[config.mk]
export PLATFORM = sky130hd
export DESIGN_NAME = pipe_hazard_ctrl
export DESIGN_NICKNAME = d
export VERILOG_FILES = /design/src/rtl/pipe_ctrl_pkg.sv /design/src/rtl/haz_operand_chk.sv /design/src/rtl/pipe_hazard_ctrl.sv
export SDC_FILE = /design/constraint.sdc
export NUM_CORES = 1
export LEC_CHECK = 0
export ABC_AREA = 1
export CAP_MARGIN = 10
export CORE_UTILIZATION = 45
export CTS_CLUSTER_DIAMETER = 40
export CTS_CLUSTER_SIZE = 16
export DETAILED_ROUTE_END_ITERATION = 6
export GPL_TIMING_DRIVEN = 0
export PLACE_DENSITY = 0.84
export RECOVER_POWER = 100
export SLEW_MARGIN = 20
export SYNTH_ARGS = -nofsm -noshare
export SYNTH_HDL_FRONTEND = slang
export SYNTH_HIERARCHICAL = 1
export SYNTH_SLANG_ARGS = --single-unit
[constraint.sdc]
create_clock -name clk -period 1.8 [get_ports clk]
set_clock_uncertainty 0.05 [all_clocks]
set_input_delay 0.45 -clock clk [delete_from_list [all_inputs] [get_ports clk]]
set_output_delay 0.45 -clock clk [all_outputs]
set_load 0.01 [all_outputs]
[src/rtl/pipe_ctrl_pkg.sv]
// Shared types and select encodings for the pipeline hazard/forwarding controller.
package pipe_ctrl_pkg;

  localparam int unsigned REG_AW_DEF = 5;
  // Shadow entries carry rd at a fixed maximum width; narrower REG_AW values are zero-extended.
  localparam int unsigned REG_AW_MAX = 8;

  localparam logic [1:0] FWD_REG = 2'b00;
  localparam logic [1:0] FWD_EXE = 2'b01;
  localparam logic [1:0] FWD_MEM = 2'b10;
  localparam logic [1:0] FWD_WB  = 2'b11;

  typedef struct packed {
    logic                  v;
    logic [REG_AW_MAX-1:0] rd;
    logic                  wreg;
    logic                  m2reg;
  } shadow_t;

endpackage

[src/rtl/haz_operand_chk.sv]
// Per-operand hazard check: youngest matching shadow entry selects a forward or a stall.
module haz_operand_chk
  import pipe_ctrl_pkg::*;
#(
  parameter int REG_AW    = REG_AW_DEF,
  parameter int FWD_DEPTH = 3
) (
  input  logic              id_valid,
  input  logic [REG_AW-1:0] rs,
  input  logic              rs_used,
  input  shadow_t           ent_exe,
  input  shadow_t           ent_mem,
  input  shadow_t           ent_wb,
  output logic [1:0]        sel,
  output logic              stall_req
);

  logic [REG_AW_MAX-1:0] w_rs_ext;
  logic                  w_qual;
  logic                  w_m_exe;
  logic                  w_m_mem;
  logic                  w_m_wb;

  assign w_rs_ext = REG_AW_MAX'(rs);
  assign w_qual   = id_valid & rs_used & (rs != '0);
  assign w_m_exe  = w_qual & ent_exe.v & ent_exe.wreg & (ent_exe.rd == w_rs_ext);
  assign w_m_mem  = w_qual & ent_mem.v & ent_mem.wreg & (ent_mem.rd == w_rs_ext);
  assign w_m_wb   = w_qual & ent_wb.v  & ent_wb.wreg  & (ent_wb.rd  == w_rs_ext);

  always_comb begin
    sel       = FWD_REG;
    stall_req = 1'b0;
    if (w_m_exe) begin
      // A load in EXE has no result yet, regardless of depth.
      if (!ent_exe.m2reg) sel = FWD_EXE;
      else                stall_req = 1'b1;
    end else if (w_m_mem) begin
      if (FWD_DEPTH >= 2) sel = FWD_MEM;
      else                stall_req = 1'b1;
    end else if (w_m_wb) begin
      if (FWD_DEPTH >= 3) sel = FWD_WB;
      else                stall_req = 1'b1;
    end
  end

endmodule

[src/rtl/pipe_hazard_ctrl.sv]
// Hazard/forwarding controller with an internal EXE/MEM/WB shadow pipe.
// Optional saturating stall/flush counters under PIPE_HAZARD_PERF_CNT_EN.
module pipe_hazard_ctrl
  import pipe_ctrl_pkg::*;
#(
  parameter int REG_AW    = REG_AW_DEF,
  parameter int FWD_DEPTH = 3,
  parameter int CNT_W     = 16
) (
  input  logic              clk,
  input  logic              rst,
  input  logic              id_valid,
  input  logic [REG_AW-1:0] id_rs1,
  input  logic [REG_AW-1:0] id_rs2,
  input  logic              id_rs1_used,
  input  logic              id_rs2_used,
  input  logic [REG_AW-1:0] id_rd,
  input  logic              id_wreg,
  input  logic              id_m2reg,
  input  logic              exe_redirect,
  output logic              stall_en,
  output logic              flush_id,
  output logic [1:0]        fwd_a_sel,
  output logic [1:0]        fwd_b_sel,
  output logic [CNT_W-1:0]  stall_cnt,
  output logic [CNT_W-1:0]  flush_cnt
);

  shadow_t    r_exe, r_mem, r_wb;
  logic [1:0] w_sel_a, w_sel_b;
  logic       w_stall_a, w_stall_b;

  haz_operand_chk #(.REG_AW(REG_AW), .FWD_DEPTH(FWD_DEPTH)) u_chk_a (
    .id_valid (id_valid),
    .rs       (id_rs1),
    .rs_used  (id_rs1_used),
    .ent_exe  (r_exe),
    .ent_mem  (r_mem),
    .ent_wb   (r_wb),
    .sel      (w_sel_a),
    .stall_req(w_stall_a)
  );

  haz_operand_chk #(.REG_AW(REG_AW), .FWD_DEPTH(FWD_DEPTH)) u_chk_b (
    .id_valid (id_valid),
    .rs       (id_rs2),
    .rs_used  (id_rs2_used),
    .ent_exe  (r_exe),
    .ent_mem  (r_mem),
    .ent_wb   (r_wb),
    .sel      (w_sel_b),
    .stall_req(w_stall_b)
  );

  // Outputs are held quiet during reset because the shadow pipe still holds pre-reset state.
  assign flush_id  = exe_redirect & ~rst;
  assign stall_en  = (w_stall_a | w_stall_b) & ~exe_redirect & ~rst;
  assign fwd_a_sel = rst ? FWD_REG : w_sel_a;
  assign fwd_b_sel = rst ? FWD_REG : w_sel_b;

  always_ff @(posedge clk) begin
    if (rst) begin
      r_exe <= '0;
      r_mem <= '0;
      r_wb  <= '0;
    end else begin
      r_wb        <= r_mem;
      r_mem       <= r_exe;
      r_exe.v     <= id_valid & ~stall_en & ~flush_id;
      r_exe.rd    <= REG_AW_MAX'(id_rd);
      r_exe.wreg  <= id_wreg;
      r_exe.m2reg <= id_m2reg;
    end
  end

`ifdef PIPE_HAZARD_PERF_CNT_EN
  logic [CNT_W-1:0] r_stall_cnt, r_flush_cnt;

  always_ff @(posedge clk) begin
    if (rst) begin
      r_stall_cnt <= '0;
      r_flush_cnt <= '0;
    end else begin
      if (stall_en && (r_stall_cnt != '1)) r_stall_cnt <= r_stall_cnt + 1'b1;
      if (flush_id && (r_flush_cnt != '1)) r_flush_cnt <= r_flush_cnt + 1'b1;
    end
  end

  assign stall_cnt = r_stall_cnt;
  assign flush_cnt = r_flush_cnt;
`else
  assign stall_cnt = '0;
  assign flush_cnt = '0;
`endif

endmodule

==> impl_results.md <==
* Worst hold endpoint: r_wb[6]$_SDFF_PP0_
* Net Sw Frac at 28.1%
* Clock power share at 36.6%
* # port buffers at 27
* Row count at 22
* Hold depth at 2
* Initial Util at 47.3%
* Crit path max-delay family: simple AND/OR/NAND/NOR gates
* Net Sw Power at 362 uW
* Cell Int Power at 928 uW
* Total GRT Usage at 21.8%
* CP peak stage delay at 0.14 ns
* Mapped Cells at 306
* CTS sink cnt at 22
* Drt initial violations at 99
* Max_slew headroom at 64.4%
* Worst hold path type: in -> reg
* Worst Hold Launch: rst
* Slew Limit Fails at 0
* Total number of vias at 1,856
* Post-synthesis average cell area at 5.65 sq um
* Critical Path Start Type: input port
* H-tree Lvls at 1
* Die Height at 64.0 um
* Worst EP required at 1.30 ns
* Yosys Warn Count at 6
* Crit path cell chain: buf_2 -> inv_2 -> nand2_1 -> nand2_1 -> nor2_1 -> nand2_1 -> nor2_4 -> nand2_2 -> a21boi_2 -> inv_1 -> nor2_1 -> buf_2
* Detailed-route wire length at 4.53 mm
* RSZ-0062 raised after global routing: yes
* Quantity of hold-fixing buffers added after cts at 0
* Mapped cell area at 1730 sq um
* Clock Path Buffers at 2
* CP Depth at 12
* Most frequent CP cell: nand2_1
* Vias in the first global route at 1,688
* Lkg Pwr at 0.00131 uW
* Final hold slack at 0.312 ns
* RePlAce Congestion at 0.824
* Final Hold Vio Count at 0
* Antenna Violating Nets Remaining at 0
* Reg2reg path depth at 15
* Combinational power share at 22.7%
* MaxCap Viol Count at 0
* I/O pins at 61
* Pwr/cell area at 520 nW/um^2
* Die width at 64.0 um
* Fin nets at 418
* Post-DP HPWL at 2.85 mm
* RR Endpoint: r_exe[10]$_SDFF_PP0_
* Design area at 2480 sq um
* Dpl cell area at 2240 sq um
* Global route total overflow at 0
* CP Class: in -> out
* N_diodes at 0
* Critical-path top delay cell: a21boi_2
* Worst-margin pin slew at 0.534 ns
* Fmax at 461 MHz
* Die ar. at 4100 sq um
* Global-route wire length before repair at 6.84 mm
* FF-to-FF setup slack at -0.23 ns
* Drt pass-1 iters at 4
* Initial antenna violation count at 0
* Reg power frac at 40.8%
* CTS tree: done
* Worst r2r src: r_exe[1]$_SDFF_PP0_
* CTS Root Cell: clkbuf_8
* Min setup slack post-route at -0.371 ns
* Status: finished, violations left
* Largest net degree at the start of global routing at 14
* Setup violators final at 6
* Failing checks: setup timing
* Later-pin clock latency in the skew report at 0.27 ns
* WP data arrival at 1.67 ns
* CP max FO at 4
* CP Buf/Inv Count at 4
* Share of cells above drive strength 1 at 31.5%
* Critical path endpoint category: output pin
* Final cycle utilization of the critical path at 121%
* Max VDD drop at 407 uV
* Final min period at 2.17 ns
* Residual DRC at 0
* Core area at 3660 sq um
* Number of CTS-inserted buffers at 3
* Clock slew at reported path FFs at 0.09 ns
* Drt wl/cell at 10.2 um
* Post-DR vias/cell at 4.20
* Area Overhead vs Synth at 43.3%
==> cell usage in the layout, fill, tap and decap left out, types with 4 or more instances in the layout <==
cell type and n:
buf_2 13, buf_4 42, clkdlybuf4s50_1 4, conb_1 50, dfxtp_1 7, dfxtp_2 9, dfxtp_4 6, dlygate4sd3_1 4
inv_1 57, inv_2 14, nand2_1 82, nand2_2 6, nand3_2 7, nor2_1 46, nor2_2 4, nor2_4 9
nor3_1 4
==> power by group through the flow <==
stage / Combinational [uW] / Clock [uW] / Sequential, uW
2_1_floorplan: 192 / 0 / 531
3_3_place_gp: 269 / 0 / 536
3_5_place_dp: 272 / 0 / 537
4_1_cts: 275 / 470 / 529
5_1_grt: 325 / 499 / 530
6_report: 292 / 472 / 526
==> how the worst max path moves through the flow <==
stage,slack (ns),startpoint,end
floorplan,0.09,id_rs1[0],fwd_a_sel[0]
global placement,-1.06,id_rs1[1],fwd_a_sel[1]
detailed placement,-1.06,id_rs1[1],fwd_a_sel[1]
CTS,-0.27,r_mem[5]$_SDFF_PP0_,fwd_a_sel[1]
global route,-0.42,r_wb[4]$_SDFF_PP0_,fwd_a_sel[1]
finish,-0.37,id_rs1[3],fwd_a_sel[1]
==> state kept, by name, indices dropped and copies added, names as in the netlist <==
signal	flops
r_exe	8
r_mem	7
r_wb	7
==> repair_timing <==
item | in CTS | in global routing
pin swaps | 29 | 28
endpoints found under the setup margin | 6 | 7
setup buffers | 7 | 1
resized for setup | 105 | 26
==> stage by stage <==
stage / total power (uW) / util (%) / std cells / setup slack [ns] / TNS [ns]
6_report: 1290 / 67.7 / 442 / -0.371 / -1.77
5_1_grt: 1350 / 67.7 / 442 / -0.421 / -2.28
4_1_cts: 1270 / 65.8 / 441 / -0.269 / -1.40
3_5_place_dp: 809 / 61.3 / 430 / -1.06 / -5.58
3_3_place_gp: 805 / 61.3 / 430 / -1.06 / -5.56
2_1_floorplan: 724 / - / 355 / 0.0944 / 0
==> area by class of cell <==
class	instances	area, sq um
clock buffer	3	41.3
inverter	73	274
multi-input combinational	225	1080
buffer	35	267
clock inverter	1	30.0
tap	48	60.1
sequential	22	474
fill	332	1180
timing repair buffer	35	253
==> layer usage <==
layer,GRT usage [%],part of all wire (%)
met4,10.8,4.2
met2,42.4,51
met5,0,0
met1,22.1,37
met3,3.57,7.5
(Power assumes the default switching activity.)
